## config.mk

```make
export PLATFORM = sky130hd
export DESIGN_NAME = seq_divider_flat
export DESIGN_NICKNAME = d
export VERILOG_FILES = /design/src/rtl/seq_divider_if.sv /design/src/rtl/seq_divider.sv /design/src/flat_wrapper.sv
export SDC_FILE = /design/constraint.sdc
export NUM_CORES = 1
export LEC_CHECK = 0
export ABC_AREA = 1
export CELL_PAD_IN_SITES_DETAIL_PLACEMENT = 0
export CELL_PAD_IN_SITES_GLOBAL_PLACEMENT = 1
export CORE_ASPECT_RATIO = 1.2
export CORE_MARGIN = 3
export CORE_UTILIZATION = 51
export CTS_BUF_LIST = sky130_fd_sc_hd__clkbuf_4 sky130_fd_sc_hd__clkbuf_8 sky130_fd_sc_hd__clkbuf_16
export DETAILED_ROUTE_END_ITERATION = 8
export DONT_BUFFER_PORTS = 1
export PLACE_DENSITY_LB_ADDON = 0.1
export RECOVER_POWER = 100
export SYNTH_ARGS = -nofsm -noshare
export SYNTH_HDL_FRONTEND = slang
export SYNTH_SLANG_ARGS = --single-unit
export TNS_END_PERCENT = 100
```

## constraint.sdc

```tcl
create_clock -name clk -period 3.47 [get_ports clk]
set_input_delay 0.8675 -clock clk [delete_from_list [all_inputs] [get_ports clk]]
set_output_delay 0.8675 -clock clk [all_outputs]
set_load 0.05 [all_outputs]
```

## src/rtl/seq_divider_if.sv

```systemverilog
// Start/done handshake and operand/result bus for seq_divider.
interface seq_divider_if #(
    parameter int unsigned DW = 16,
    parameter int unsigned VW = 8
);
    logic          start;
    logic          en;
    logic [DW-1:0] dividend;
    logic [VW-1:0] divisor;
    logic          busy;
    logic          done;
    logic [DW-1:0] quotient;
    logic [VW-1:0] remainder;
    logic          div0;

    // Requester side: issues operations and steps the divider
    modport master (
        output start, en, dividend, divisor,
        input  busy, done, quotient, remainder, div0
    );

    // Divider side
    modport slave (
        input  start, en, dividend, divisor,
        output busy, done, quotient, remainder, div0
    );
endinterface

```

## src/rtl/seq_divider.sv

```systemverilog
// Sequential restoring divider, one quotient bit per enabled clock.
// Optional feature macro: DIV_SIGNED_EN (two's complement operands, extra FIX state).
module seq_divider #(
    parameter int unsigned DW = 16,
    parameter int unsigned VW = 8
) (
    input  logic         clk,
    input  logic         clr,
    seq_divider_if.slave bus
);
    localparam int unsigned CW = $clog2(DW + 1);
    localparam int unsigned PW = VW + 1;
    localparam int unsigned RW = VW + 2;

    typedef enum logic [1:0] {
        S_IDLE = 2'd0,
        S_RUN  = 2'd1,
        S_FIX  = 2'd2,
        S_DONE = 2'd3
    } state_t;

    state_t        state_q, state_d;
    logic [CW-1:0] cnt_q, cnt_d;
    logic [PW-1:0] r_q, r_d;
    logic [DW-1:0] q_q, q_d;
    logic [VW-1:0] d_q, d_d;
    logic [DW-1:0] quo_q, quo_d;
    logic [VW-1:0] rem_q, rem_d;
    logic          div0_q, div0_d;
    logic          busy_q, busy_d;
    logic          done_q, done_d;

    logic [RW-1:0] r_wide;
    logic [PW-1:0] r_sub;
    logic [PW-1:0] r_step;
    logic [DW-1:0] q_step;
    logic          ge;
    logic [DW-1:0] a_mag;
    logic [VW-1:0] b_mag;

`ifdef DIV_SIGNED_EN
    logic qneg_q, qneg_d;
    logic rneg_q, rneg_d;

    // Operand magnitudes; most-negative values stay correct as unsigned magnitudes
    always_comb begin
        a_mag = bus.dividend[DW-1] ? DW'(DW'(0) - bus.dividend) : bus.dividend;
        b_mag = bus.divisor[VW-1]  ? VW'(VW'(0) - bus.divisor)  : bus.divisor;
    end
`else
    // Unsigned operands are their own magnitudes
    always_comb begin
        a_mag = bus.dividend;
        b_mag = bus.divisor;
    end
`endif

    // One restoring step: shift in next dividend bit, subtract if it fits
    always_comb begin
        r_wide = {r_q, q_q[DW-1]};
        ge     = (r_wide >= RW'(d_q));
        r_sub  = PW'(r_wide[PW-1:0] - PW'(d_q));
        r_step = ge ? r_sub : r_wide[PW-1:0];
        q_step = {q_q[DW-2:0], ge};
    end

    // Next-state and next-register values
    always_comb begin
        state_d = state_q;
        cnt_d   = cnt_q;
        r_d     = r_q;
        q_d     = q_q;
        d_d     = d_q;
        quo_d   = quo_q;
        rem_d   = rem_q;
        div0_d  = div0_q;
`ifdef DIV_SIGNED_EN
        qneg_d  = qneg_q;
        rneg_d  = rneg_q;
`endif
        case (state_q)
            S_IDLE, S_DONE: begin
                state_d = S_IDLE;
                if (bus.start) begin
                    if (bus.divisor == VW'(0)) begin
                        quo_d   = '1;
                        rem_d   = bus.dividend[VW-1:0];
                        div0_d  = 1'b1;
                        state_d = S_DONE;
                    end else begin
                        div0_d  = 1'b0;
                        q_d     = a_mag;
                        d_d     = b_mag;
                        r_d     = '0;
                        cnt_d   = CW'(DW);
`ifdef DIV_SIGNED_EN
                        qneg_d  = bus.dividend[DW-1] ^ bus.divisor[VW-1];
                        rneg_d  = bus.dividend[DW-1];
`endif
                        state_d = S_RUN;
                    end
                end
            end
            S_RUN: begin
                if (bus.en) begin
                    q_d   = q_step;
                    r_d   = r_step;
                    cnt_d = CW'(cnt_q - CW'(1));
                    if (cnt_q == CW'(1)) begin
`ifdef DIV_SIGNED_EN
                        state_d = S_FIX;
`else
                        quo_d   = q_step;
                        rem_d   = r_step[VW-1:0];
                        state_d = S_DONE;
`endif
                    end
                end
            end
`ifdef DIV_SIGNED_EN
            S_FIX: begin
                if (bus.en) begin
                    quo_d   = qneg_q ? DW'(DW'(0) - q_q) : q_q;
                    rem_d   = rneg_q ? VW'(VW'(0) - r_q[VW-1:0]) : r_q[VW-1:0];
                    state_d = S_DONE;
                end
            end
`endif
            default: state_d = S_IDLE;
        endcase
        busy_d = (state_d == S_RUN) || (state_d == S_FIX);
        done_d = (state_d == S_DONE);
    end

    // State and datapath registers
    always_ff @(posedge clk or negedge clr) begin
        if (!clr) begin
            state_q <= S_IDLE;
            cnt_q   <= '0;
            r_q     <= '0;
            q_q     <= '0;
            d_q     <= '0;
            quo_q   <= '0;
            rem_q   <= '0;
            div0_q  <= 1'b0;
            busy_q  <= 1'b0;
            done_q  <= 1'b0;
`ifdef DIV_SIGNED_EN
            qneg_q  <= 1'b0;
            rneg_q  <= 1'b0;
`endif
        end else begin
            state_q <= state_d;
            cnt_q   <= cnt_d;
            r_q     <= r_d;
            q_q     <= q_d;
            d_q     <= d_d;
            quo_q   <= quo_d;
            rem_q   <= rem_d;
            div0_q  <= div0_d;
            busy_q  <= busy_d;
            done_q  <= done_d;
`ifdef DIV_SIGNED_EN
            qneg_q  <= qneg_d;
            rneg_q  <= rneg_d;
`endif
        end
    end

    assign bus.busy      = busy_q;
    assign bus.done      = done_q;
    assign bus.quotient  = quo_q;
    assign bus.remainder = rem_q;
    assign bus.div0      = div0_q;
endmodule

```

## src/flat_wrapper.sv

```systemverilog
// flat-port wrapper written by rule: the top's interface ports become plain ports
module seq_divider_flat 
#(
    parameter int unsigned DW = 16,
    parameter int unsigned VW = 8
)
  (clk, clr, bus_start, bus_en, bus_dividend, bus_divisor, bus_busy, bus_done, bus_quotient, bus_remainder, bus_div0);
  seq_divider_if #(.DW(DW), .VW(VW)) bus_i ();
  input  logic clk;
  input  logic clr;
  input wire logic [$bits(bus_i.start)-1:0] bus_start;
  input wire logic [$bits(bus_i.en)-1:0] bus_en;
  input wire logic [$bits(bus_i.dividend)-1:0] bus_dividend;
  input wire logic [$bits(bus_i.divisor)-1:0] bus_divisor;
  output wire logic [$bits(bus_i.busy)-1:0] bus_busy;
  output wire logic [$bits(bus_i.done)-1:0] bus_done;
  output wire logic [$bits(bus_i.quotient)-1:0] bus_quotient;
  output wire logic [$bits(bus_i.remainder)-1:0] bus_remainder;
  output wire logic [$bits(bus_i.div0)-1:0] bus_div0;
  assign bus_i.start = bus_start;
  assign bus_i.en = bus_en;
  assign bus_i.dividend = bus_dividend;
  assign bus_i.divisor = bus_divisor;
  assign bus_busy = bus_i.busy;
  assign bus_done = bus_i.done;
  assign bus_quotient = bus_i.quotient;
  assign bus_remainder = bus_i.remainder;
  assign bus_div0 = bus_i.div0;
  seq_divider #(.DW(DW), .VW(VW)) u_core (.clk(clk), .clr(clr), .bus(bus_i));
endmodule
```

# Word level (Yosys, flattened, before mapping)
# Index checks and enable logic that the tools add are counted.
# classes
bitwise	1
n_eq_ne	11
order_cmp	1
n_mux	29
n_addsub	2
reduce_logical	9
# op_table
operator	n
two-way mux 16 bit	7
one-hot mux 16 bit (2 select lines)	2
two-way mux 9 bit	4
two-way mux 8 bit	4
one-hot mux 9 bit (2 select lines)	1
one-hot mux 8 bit (2 select lines)	1
two-way mux 5 bit	3
>= comparator 10 x 8 -> 1 bit	1
one-hot mux 5 bit (2 select lines)	1
subtractor 9 x 8 -> 9 bit	1
zero test 8 bit	1
two-way mux 2 bit	4
== test 2 bit (second input constant)	3
!= test 2 bit (second input constant)	3
== test 5 x 1 -> 1 bit (second input constant)	1
AND reduction 5 bit	1
subtractor 5 x 1 -> 5 bit (second input constant)	1
== test 2 x 1 -> 1 bit (second input constant)	2
!= test 2 x 1 -> 1 bit (second input constant)	2
one-hot mux 2 bit (2 select lines)	1
AND reduction 4 bit	1
AND reduction 3 bit	1
zero test 2 bit	1
AND reduction 2 bit	1
other kinds (5)	5
# word_totals
regBits	67
inputBits	28
wordCells	63
output_inout_bits	27

# Logic depth before layout (Yosys ltp)
# Gate-level depths: netlist of run 1.
# depth
ltp_word	6
ltp_mapped	14
ltp_nobuf	14

# Worst setup path before layout of run 1
# No wires, ideal clock.
# synth_timing
path_type	reg2reg
startpoint	register u_core.q_q[15]
endpoint	register u_core.rem_q[2] (netlist: u_core.bus.remainder[2])
synth_period_minus_slack_ns	1.925
slack_ns	1.545
setup_time_ns	0.062
required_ns	3.408
stages_incl_launch_ff	15
arrival_time_ns	1.863
path_buffers	1
cell_sequence	dfrtp_1 inv_1 ha_1 inv_1 fa_1 nand2_1 nand2_1 nand2_4 nor2_4 nor2_8 buf_12 nand3_4 nand3_1 nand2_1 inv_1
# synth_between
elab_chain_cells	5
word_cells_on_any_way	6
classes_between	1 x add/sub; 1 x order compare; 4 x mux
# synth_rtl
element	line	text
from (decl)	seq_divider.sv:25	logic [DW-1:0] q_q, q_d;
from (signal assigned)	seq_divider.sv:156	q_q <= q_d;
subtractor 9 x 8 -> 9 bit or >= comparator 10 x 8 -> 1 bit (tied branches)	seq_divider.sv:62, seq_divider.sv:61	
two-way mux 9 bit (*)	seq_divider.sv:63	r_step = ge ? r_sub : r_wide[PW-1:0];
two-way mux 8 bit (*)	seq_divider.sv:109	if (cnt_q == CW'(1)) begin
two-way mux 8 bit (*)	seq_divider.sv:105	if (bus.en) begin
one-hot mux 8 bit (2 select lines) (*)	seq_divider.sv:81	case (state_q)
to (signal assigned)	seq_divider.sv:159	rem_q <= rem_d;
to (decl)	seq_divider.sv:28	logic [VW-1:0] rem_q, rem_d;
# Every way passes the cells marked *; elsewhere a longest branch is shown, timed or not. The select of a mux whose other input is x is not followed.
# A chain may end at the register's enable or synchronous reset.

# Worst setup path in the final report of run 1
# layout_timing
startpoint	register u_core.state_q[0]
endpoint	register u_core.cnt_q[0]
# layout_between
elab_chain_cells	4
word_cells_on_any_way	10
classes_between	5 x eq/ne; 1 x mux; 4 x reduce/logical
# layout_rtl
element	line	text
from (decl)	seq_divider.sv:22	state_t state_q, state_d;
from (signal assigned)	seq_divider.sv:153	state_q <= state_d;
== test 2 bit or zero test 2 bit (tied branches)	seq_divider.sv:81	
OR reduction 2 bit	seq_divider.sv:81	
!= test 2 bit (no source line) or nonzero test 2 bit (tied branches)	n/a	
AND reduction 4 bit (no source line)	n/a	
to (signal assigned)	seq_divider.sv:154	cnt_q <= cnt_d;
to (decl)	seq_divider.sv:23	logic [CW-1:0] cnt_q, cnt_d;
# Several ways; a longest one is shown, not always the timed one.

==> results of run 1 <==
## how the worst max path moves through the flow
stage	startpoint	to	slack, ns	depth (start not counted)
floorplan	u_core.q_q[15]$_DFFE_PN0P_	u_core.bus.remainder[2]$_DFFE_PN0P_	1.54	14
global placement	u_core.q_q[15]$_DFFE_PN0P_	u_core.r_q[7]$_DFFE_PN0P_	1.14	14
detailed placement	bus_divisor[5]	u_core.cnt_q[0]$_DFFE_PN0P_	1.13	9
CTS	u_core.q_q[15]$_DFFE_PN0P_	u_core.r_q[4]$_DFFE_PN0P_	1.12	14
global route	u_core.state_q[0]$_DFF_PN0_	u_core.cnt_q[0]$_DFFE_PN0P_	0.57	8
finish	u_core.state_q[0]$_DFF_PN0_	u_core.cnt_q[0]$_DFFE_PN0P_	0.84	8
## stage by stage
step	setup slack, ns	utilization, %	hold slack, ns	area [um^2]	std cells
floorplan	1.54	-	0.452	3760	456
global placement	1.14	53.9	0.465	3760	530
detailed placement	1.13	53.9	0.469	3760	530
CTS	1.12	56.7	0.199	3960	545
global route	0.568	56.6	0.191	3950	545
finish	0.835	56.6	0.212	3950	545
## cells by family (layout without fill, tap and decap cells)
family                     after synthesis  after routing  synth area share [%]
and+or+nand+nor                        238            238                  31.0
buffers and inverters                   69             71                  8.72
xor gates and xnor gates                 6              6                  1.40
AOI/OAI and AO/OA                       61             61                  9.06
DFF                                     67             67                  44.6
muxes                                    1              1                 0.300
adders and majority gates               14             14                  4.86
## registers in the layout (all words and copies together), names as in the netlist
| register | count |
|---|---|
| u_core.bus.done | 1 |
| u_core.d_q | 8 |
| u_core.bus.remainder | 8 |
| u_core.bus.quotient | 16 |
| u_core.r_q | 9 |
| u_core.state_q | 2 |
| u_core.q_q | 16 |
| u_core.cnt_q | 5 |
| u_core.bus.div0 | 1 |
| u_core.bus.busy | 1 |
## cell usage in the layout (no fill, tap or decap), drive strengths merged, types with 2 or more instances in the layout
cell type / instances
buf: 2
inv: 53
nor2: 52
nand4: 3
or2: 10
o21ai: 37
ha: 13
nand2: 145
o31ai: 10
xor2: 3
xnor2: 3
a21oi: 12
nand3: 25
clkbuf: 12
dfrtp: 67
clkinv: 2
## per-layer routing
metal  global-route usage [%]  up-vias  share of wire, %
met2                     30.9       50                46
met1                     25.4     1280                48
li1                         -     1436                 -
met5                        0        -                 0
met4                     6.58        0               1.4
met3                     4.76        7               4.5
## worst max-delay path, delay by kind of cell (launching register included)
family	cells	cell delay [ns]
simple gates	4	1.08
buf+inv	2	0.61
fa+ha+maj	1	0.37
flops	1	0.36
compound gates	1	0.07
## cell type report
cell class / instances / area share [%]
inverters: 53 / 5.04
well taps: 87 / 2.76
repair buffers: 3 / 0.507
flip-flops and latches: 67 / 42.5
clock buffers: 11 / 3.68
multi-input cells: 320 / 44.2
clock inverters: 4 / 1.30
==> metrics.txt, run 1 <==
status=complete, no violations; Clock Skew=0.0149 ns; Seq/Total Area, Yosys=44.6%; vias=roughly 2800; worst path required time=3.66 ns; fin crit period=2.63 ns; Setup crit start kind=register; initial drt markers=142; Initial Util=between 50% and 60%; Setup Viol. Count Final=0; synth warn=0; synth-to-layout area growth=5.06%; register area=around 0.0017 mm^2; initial antenna violation count=0; total grt overflow=0; GPL Wtd Cong=between 0.7 and 0.8; crit-path cells=inv_1 -> ha_1 -> or2_2 -> nand4_1 -> clkbuf_2 -> nor2_1 -> nand2_1 -> o21ai_0; worst r2r dst=u_core.cnt_q[0]$_DFFE_PN0P_; largest net degree at the start of global routing=68; CTS tree=built; CP arrival=2.82 ns; clock latency on the worst-skew pair=0.34 ns; CP max FO=28; largest stage delay on the critical path=~0.56 ns; n_diodes=0; Multi-input gate area=0.00175 mm^2; CTS Buffer Depth=2; I/O pins=55; count leader, synth=nand2_1; Layout Nets=496; crit end category=register; H-Tree Depth=3; Die Footprint=between 0.008 and 0.009 mm^2; Worst Setup Path Type=register to register; fillers=658; total CTS buffers=9; layout cells sized above 1=10.3%; GRT Total Usage=19.2%; Clock Tree Root=clkbuf_8; commonest cells in the synthesized netlist=141 x nand2_1, 67 x dfrtp_1, 49 x inv_1; post-DP HPWL=5.45 mm; CP max-delay cell=clkbuf_2; RSZ-0062 raised after global routing=no; Tcrit/Tclk final=75.9%; Worst Max-Slew Pin Slew=1.03 ns; Slew Limit Fails=0; DRT Pass-1 Iters=4; # rows=33; Post-Syn Instances=456; Max Clock Freq=0.380 GHz; Post-CTS Setup Bufs=0; Die X=84.4 um; total wire length=approximately 7.7 mm; vias in the first global route=2718; Reg2Reg Depth=8; FFs w/ async S/R, synth=100%; Die H=100 um; Hold Buf Count CTS=0; Synth top area share=about 45%; Core Region=between 0.006 and 0.007 mm^2; clock sink count=67; buffers added on ports=0; Total Neg Setup Slack=0 ns; Hold Fails Final Rpt=0; top post-synthesis cells by area=dfrtp_1 45%, nand2_1 14%, inv_1 4.9%; Cell variety after synth=41; routed len/inst=roughly 14 um; post-CTS sizing=0; syn avg cell area=8.24 um^2; first-pass GRT wire length=13.0 mm; Rel. slew slack=31.3%; reg2reg start=u_core.state_q[0]$_DFF_PN0_; R2R Setup Slk=0.84 ns; Hold Crit Class=primary input to asynchronous set/reset pin; Vias per Instance=5.09; post-synth net total=approximately 500; # Max-Cap Violations=0; Antenna Nets Post-Route=0; Synth Flop Type=dfrtp_1; Synth Cell Area=around 0.0038 mm^2; Post-synth EDFFs=0; most area-hungry cell type in the Yosys netlist=dfrtp_1; DRC viols=0; Yosys reg bits=67; CTS clk-pin slew, worst paths=0.08 ns
Power of run 1 is left out: the tool's default activity adds up to more than one toggle a clock period on the data nets, which glitch-free logic cannot reach.
==> run 2, diff against run 1 <==
--- a/config.mk
+++ b/config.mk
@@ -10,7 +10,7 @@
 export CELL_PAD_IN_SITES_GLOBAL_PLACEMENT = 1
 export CORE_ASPECT_RATIO = 1.2
 export CORE_MARGIN = 3
-export CORE_UTILIZATION = 51
+export CORE_UTILIZATION = 47
 export CTS_BUF_LIST = sky130_fd_sc_hd__clkbuf_4 sky130_fd_sc_hd__clkbuf_8 sky130_fd_sc_hd__clkbuf_16
 export DETAILED_ROUTE_END_ITERATION = 8
 export DONT_BUFFER_PORTS = 1
==> constraint.sdc (replaced) <==
create_clock -name clk -period 2.5 [get_ports clk]
set_input_delay 0.625 -clock clk [delete_from_list [all_inputs] [get_ports clk]]
set_output_delay 0.625 -clock clk [all_outputs]
set_load 0.05 [all_outputs]
==> run 2 against run 1 <==
  * The flow now finishes with violations (max-capacitance violations, max-slew violations)
  * Wire length increased by 5.9%
  * Final cell count up 1.8%
  * Register-to-register slack got worse by 0.62 ns
  * Largest cell class unchanged
==> metrics.txt, run 2 (synthesized netlist as in run 1, its figures left out) <==
total CTS buffers=9; Hold Fails Final Rpt=0; Slew Limit Fails=just under 70; Vias per Instance=5.01; vias in the first global route=2657; DRC viols=0; clock latency on the worst-skew pair=0.34 ns; synth-to-layout area growth=5.13%; RSZ-0062 raised after global routing=no; CP max-delay cell=dfrtp_1; Initial Util=48.8%; Total Neg Setup Slack=0 ns; # rows=35; Layout Nets=500; vias=2779; CP max FO=11; crit end category=register; largest stage delay on the critical path=0.43 ns; fin crit period=2.29 ns; Most common cell on crit path=nand2_1; fillers=~800; Multi-input gate area=between 0.0015 and 0.002 mm^2; Setup crit start kind=register; R2R Setup Slk=0.21 ns; Die X=between 80 and 90 um; layout cells sized above 1=10.8%; initial drt markers=115; H-Tree Depth=3; Die H=104 um; worst path required time=2.74 ns; DRT Pass-1 Iters=4; reg2reg start=u_core.q_q[15]$_DFFE_PN0P_; Clock Skew=0.00562 ns; Clock Tree Root=clkbuf_8; commonest cells after routing, fill and taps aside=141 x nand2_1, 67 x dfrtp_1, 51 x inv_1; routed len/inst=14.6 um; minimum hold slack=0.403 ns; total wire length=between 8 and 9 mm; Core Region=0.00771 mm^2; post-DP HPWL=around 6 mm; first-pass GRT wire length=13.5 mm; clock sink count=67; total grt overflow=0; I/O pins=55; initial antenna violation count=0; buffers added on ports=0; Tcrit/Tclk final=91.5%; hold-critical path depth=2; Die Footprint=0.00911 mm^2; register area=between 0.0015 and 0.002 mm^2; crit-path cells=inv_1 -> ha_1 -> inv_1 -> fa_1 -> nand2_1 -> nand2_1 -> nand2_4 -> nor2_2 -> nor2_8 -> nor2_4 -> nand2_1 -> nand3_1 -> nand2_1 -> inv_1; Setup Viol. Count Final=0; Hold Crit Class=primary input to register; CTS Buffer Depth=2; Hold Path End=u_core.d_q[7]$_DFFE_PN0P_; # Max-Cap Violations=1; Worst Setup Path Type=register to register; Reg2Reg Depth=14; CTS tree=built; commonest non-fill, non-tap cell in the layout=nand2_1; Hold Crit Start=bus_divisor[7]; GPL Wtd Cong=0.773; largest net degree at the start of global routing=68; Worst Max-Slew Pin Slew=1.68 ns; failing checks=max-capacitance violations, max-slew violations; GRT Total Usage=19.2%; CP arrival=2.53 ns; worst r2r dst=u_core.bus.remainder[6]$_DFFE_PN0P_; Rel. slew slack=-11.8%; Max Clock Freq=0.437 GHz; CTS clk-pin slew, worst paths=0.08 ns; status=finished, violations left; post-CTS sizing=0; Antenna Nets Post-Route=0; n_diodes=0
run 2: cell types whose count changed in the layout (fill, tap and decap cells not counted), sizes merged:
cell,delta
bufinv,-1
buf,+2
inv,+1
clkbuf,+1
clkinv,+2
run 2: per-layer routing:
metal	wire length [um]	global-route usage, %
met1	3650	24.9
met2	4040	30.7
met3	288	5.15
met4	134	6.36
met5	0	0
run 2: worst max path at each step:
stage,startpoint,end,cells past startpoint
detailed placement,u_core.q_q[15]$_DFFE_PN0P_,u_core.bus.remainder[0]$_DFFE_PN0P_,14
global placement,u_core.q_q[15]$_DFFE_PN0P_,u_core.bus.remainder[0]$_DFFE_PN0P_,14
finish,u_core.q_q[15]$_DFFE_PN0P_,u_core.bus.remainder[6]$_DFFE_PN0P_,14
floorplan,u_core.q_q[15]$_DFFE_PN0P_,u_core.bus.remainder[2]$_DFFE_PN0P_,14
global route,u_core.q_q[15]$_DFFE_PN0P_,u_core.bus.remainder[4]$_DFFE_PN0P_,14
CTS,u_core.q_q[15]$_DFFE_PN0P_,u_core.bus.remainder[6]$_DFFE_PN0P_,14
run 2: worst max-delay path: cells and delay by family, from the launching register on:
kind,cells,cell delay [ns]
adders and majority gates,2,0.54
buffers and inverters,3,0.18
DFF,1,0.43
and+or+nand+nor,9,1.06
run 2: area by class of cell:
type	count	area share [%]
repair buffers	7	1.46
clock inverters	6	1.01
clock buffers	10	3.48
flip-flops and latches	67	42.4
well taps	92	2.91
multi-input cells	320	43.6
inverters	53	5.04
run 2: timing repair:
action / in CTS / in global routing
hold buffers: 1 / 0
buffers inserted: 0 / 0
endpoints found under the setup margin: 0 / 0
hold endpoints to repair: 67 / 0
run 2: per-stage QoR:
| stage | cell area, um^2 | std cells | setup WS (ns) | utilization (%) |
|---|---|---|---|---|
| 2_1_floorplan | 3760 | 456 | 0.575 | - |
| 3_3_place_gp | 3800 | 538 | 0.303 | 49.3 |
| 3_5_place_dp | 3800 | 538 | 0.246 | 49.3 |
| 4_1_cts | 4010 | 555 | 0.235 | 52.0 |
| 5_1_grt | 3950 | 555 | 0.0454 | 51.2 |
| 6_report | 3950 | 555 | 0.212 | 51.2 |
Power of run 2 is left out for the same reason.
==> run 3, diff against run 2 <==
--- a/config.mk
+++ b/config.mk
@@ -16,6 +16,7 @@
 export DONT_BUFFER_PORTS = 1
 export PLACE_DENSITY_LB_ADDON = 0.1
 export RECOVER_POWER = 100
+export SETUP_SLACK_MARGIN = 0.1
 export SYNTH_ARGS = -nofsm -noshare
 export SYNTH_HDL_FRONTEND = slang
 export SYNTH_SLANG_ARGS = --single-unit
==> run 3 against run 2 <==
  * Cell area rose by 0.79%
  * The run still ends with max-capacitance violations, max-slew violations left
  * Sequential cell count did not move
  * First-iteration DRC count rose by 6.1%
==> metrics.txt, run 3 (synthesized netlist as in run 1, its figures left out) <==
Die X=87.6 um; Clock Tree Root=clkbuf_8; I/O pins=55; Rel. slew slack=-11.7%; n_diodes=0; DRC viols=0; Worst Setup Path Type=register to register; Tcrit/Tclk final=90.0%; post-DP HPWL=5.92 mm; total wire length=between 8 and 9 mm; Core Region=0.00771 mm^2; vias=2815; Total Neg Setup Slack=0 ns; Setup crit start kind=register; Vias per Instance=5.04; commonest cells after routing, fill and taps aside=143 x nand2_1, 67 x dfrtp_1, 52 x inv_1; Hold Fails Final Rpt=0; final instance area=0.00398 mm^2; CP max FO=7; Metal-1 WL=3.60 mm; clock latency on the worst-skew pair=between 0.3 and 0.4 ns; commonest non-fill, non-tap cell in the layout=nand2_1; CP arrival=2.53 ns; Setup Viol. Count Final=0; clock sink count=67; uppermost layer routed=met4; CTS clk-pin slew, worst paths=0.08 ns; Antenna Nets Post-Route=0; GPL Wtd Cong=slightly below 0.8; placed cell area=~0.0038 mm^2; Layout Nets=~500; Hold Crit Class=primary input to register; buffers added on ports=0; # rows=35; Die Footprint=0.00911 mm^2; CTS tree=built; DRT Pass-1 Iters=4; Reg2Reg Depth=14; largest net degree at the start of global routing=68; layout cells sized above 1=between 10% and 20%; end point of the critical path=u_core.r_q[7]$_DFFE_PN0P_; fin crit period=2.25 ns; Worst setup startpoint=u_core.q_q[15]$_DFFE_PN0P_; failing checks=max-capacitance violations, max-slew violations; Die H=about 100 um; RSZ-0062 raised after global routing=no; total CTS buffers=9; Clock Skew=0.00761 ns; final core occ=51.7%; Met3 Wirelength=345 um; worst r2r dst=u_core.r_q[7]$_DFFE_PN0P_; Slew Limit Fails=68; Max Clock Freq=0.444 GHz; first-pass GRT wire length=13.5 mm; # Max-Cap Violations=1; GRT Total Usage=slightly below 20%; R2R Setup Slk=approximately 0.25 ns; initial antenna violation count=0; total grt overflow=0; initial drt markers=around 120; CTS Buffer Depth=2; vias in the first global route=2657; status=finished, violations left; H-Tree Depth=3; synth-to-layout area growth=5.96%; Worst Max-Slew Pin Slew=between 1.5 and 2 ns; post-CTS sizing=0; crit end category=register; Placed Instances=538; Initial Util=between 40 and 50%; metal2 WL=4.04 mm; reg2reg start=u_core.q_q[15]$_DFFE_PN0P_; routed len/inst=14.5 um; worst path required time=2.78 ns; non-filler cells, final=between 500 and 600
## run 3: cell count changes in the layout (fill, tap and decap cells not counted), moves of 2 or more
| cell | change |
|---|---|
| nand3_4 | -2 |
| buf_4 | +3 |
| nand3_2 | +3 |
| nand2_1 | +2 |
## run 3: metrics by stage
step | hold WS [ns] | worst slack (ns)
2_1_floorplan | 0.329 | 0.575
3_3_place_gp | 0.331 | 0.303
3_5_place_dp | 0.331 | 0.246
4_1_cts | 0.163 | 0.235
5_1_grt | 0.381 | 0.113
6_report | 0.401 | 0.249
## run 3: worst min path at each step
stage	from	endpoint	slack (ns)	depth (start not counted)
floorplan	clr	u_core.bus.busy$_DFF_PN0_	0.33	0
global placement	clr	u_core.bus.quotient[11]$_DFFE_PN0P_	0.33	0
detailed placement	clr	u_core.bus.quotient[11]$_DFFE_PN0P_	0.33	0
CTS	clr	u_core.bus.quotient[0]$_DFFE_PN0P_	0.16	1
global route	bus_divisor[4]	u_core.d_q[4]$_DFFE_PN0P_	0.38	2
finish	bus_divisor[7]	u_core.d_q[7]$_DFFE_PN0P_	0.40	2
## run 3: critical path: stages, from the launching register on
cell and delay [ns]:
dfrtp_1 0.43, inv_1 0.07, ha_1 0.13, inv_1 0.07, fa_1 0.40, nand2_1 0.08, nand2_1 0.08, nand2_1 0.11
nor2_1 0.11, nor2_8 0.22, buf_4 0.17, nand3_1 0.10, nand2_1 0.11, nand2_1 0.05, nand2_1 0.07
## run 3: area by class of cell
cell class / instances / area (um^2)
Clock buffer: 10 / 138
Clock inverter: 6 / 40.0
Fill cell: 779 / 3730
Inverter: 53 / 199
Multi-Input combinational cell: 320 / 1710
Sequential cell: 67 / 1680
Tap cell: 92 / 115
Timing Repair Buffer: 11 / 103
## run 3: layer usage
layer,up-vias,global-route usage [%]
li1,1442,-
met1,1304,24.9
met2,59,30.7
met3,10,5.15
met4,0,6.36
met5,-,0
## run 3: timing repair
action / in CTS / in global routing
endpoints found under the hold margin: 67 / 0
endpoints found under the setup margin: 0 / 5
buffers inserted: 0 / 4
hold buffers: 1 / 0
Power of run 3 is left out for the same reason.
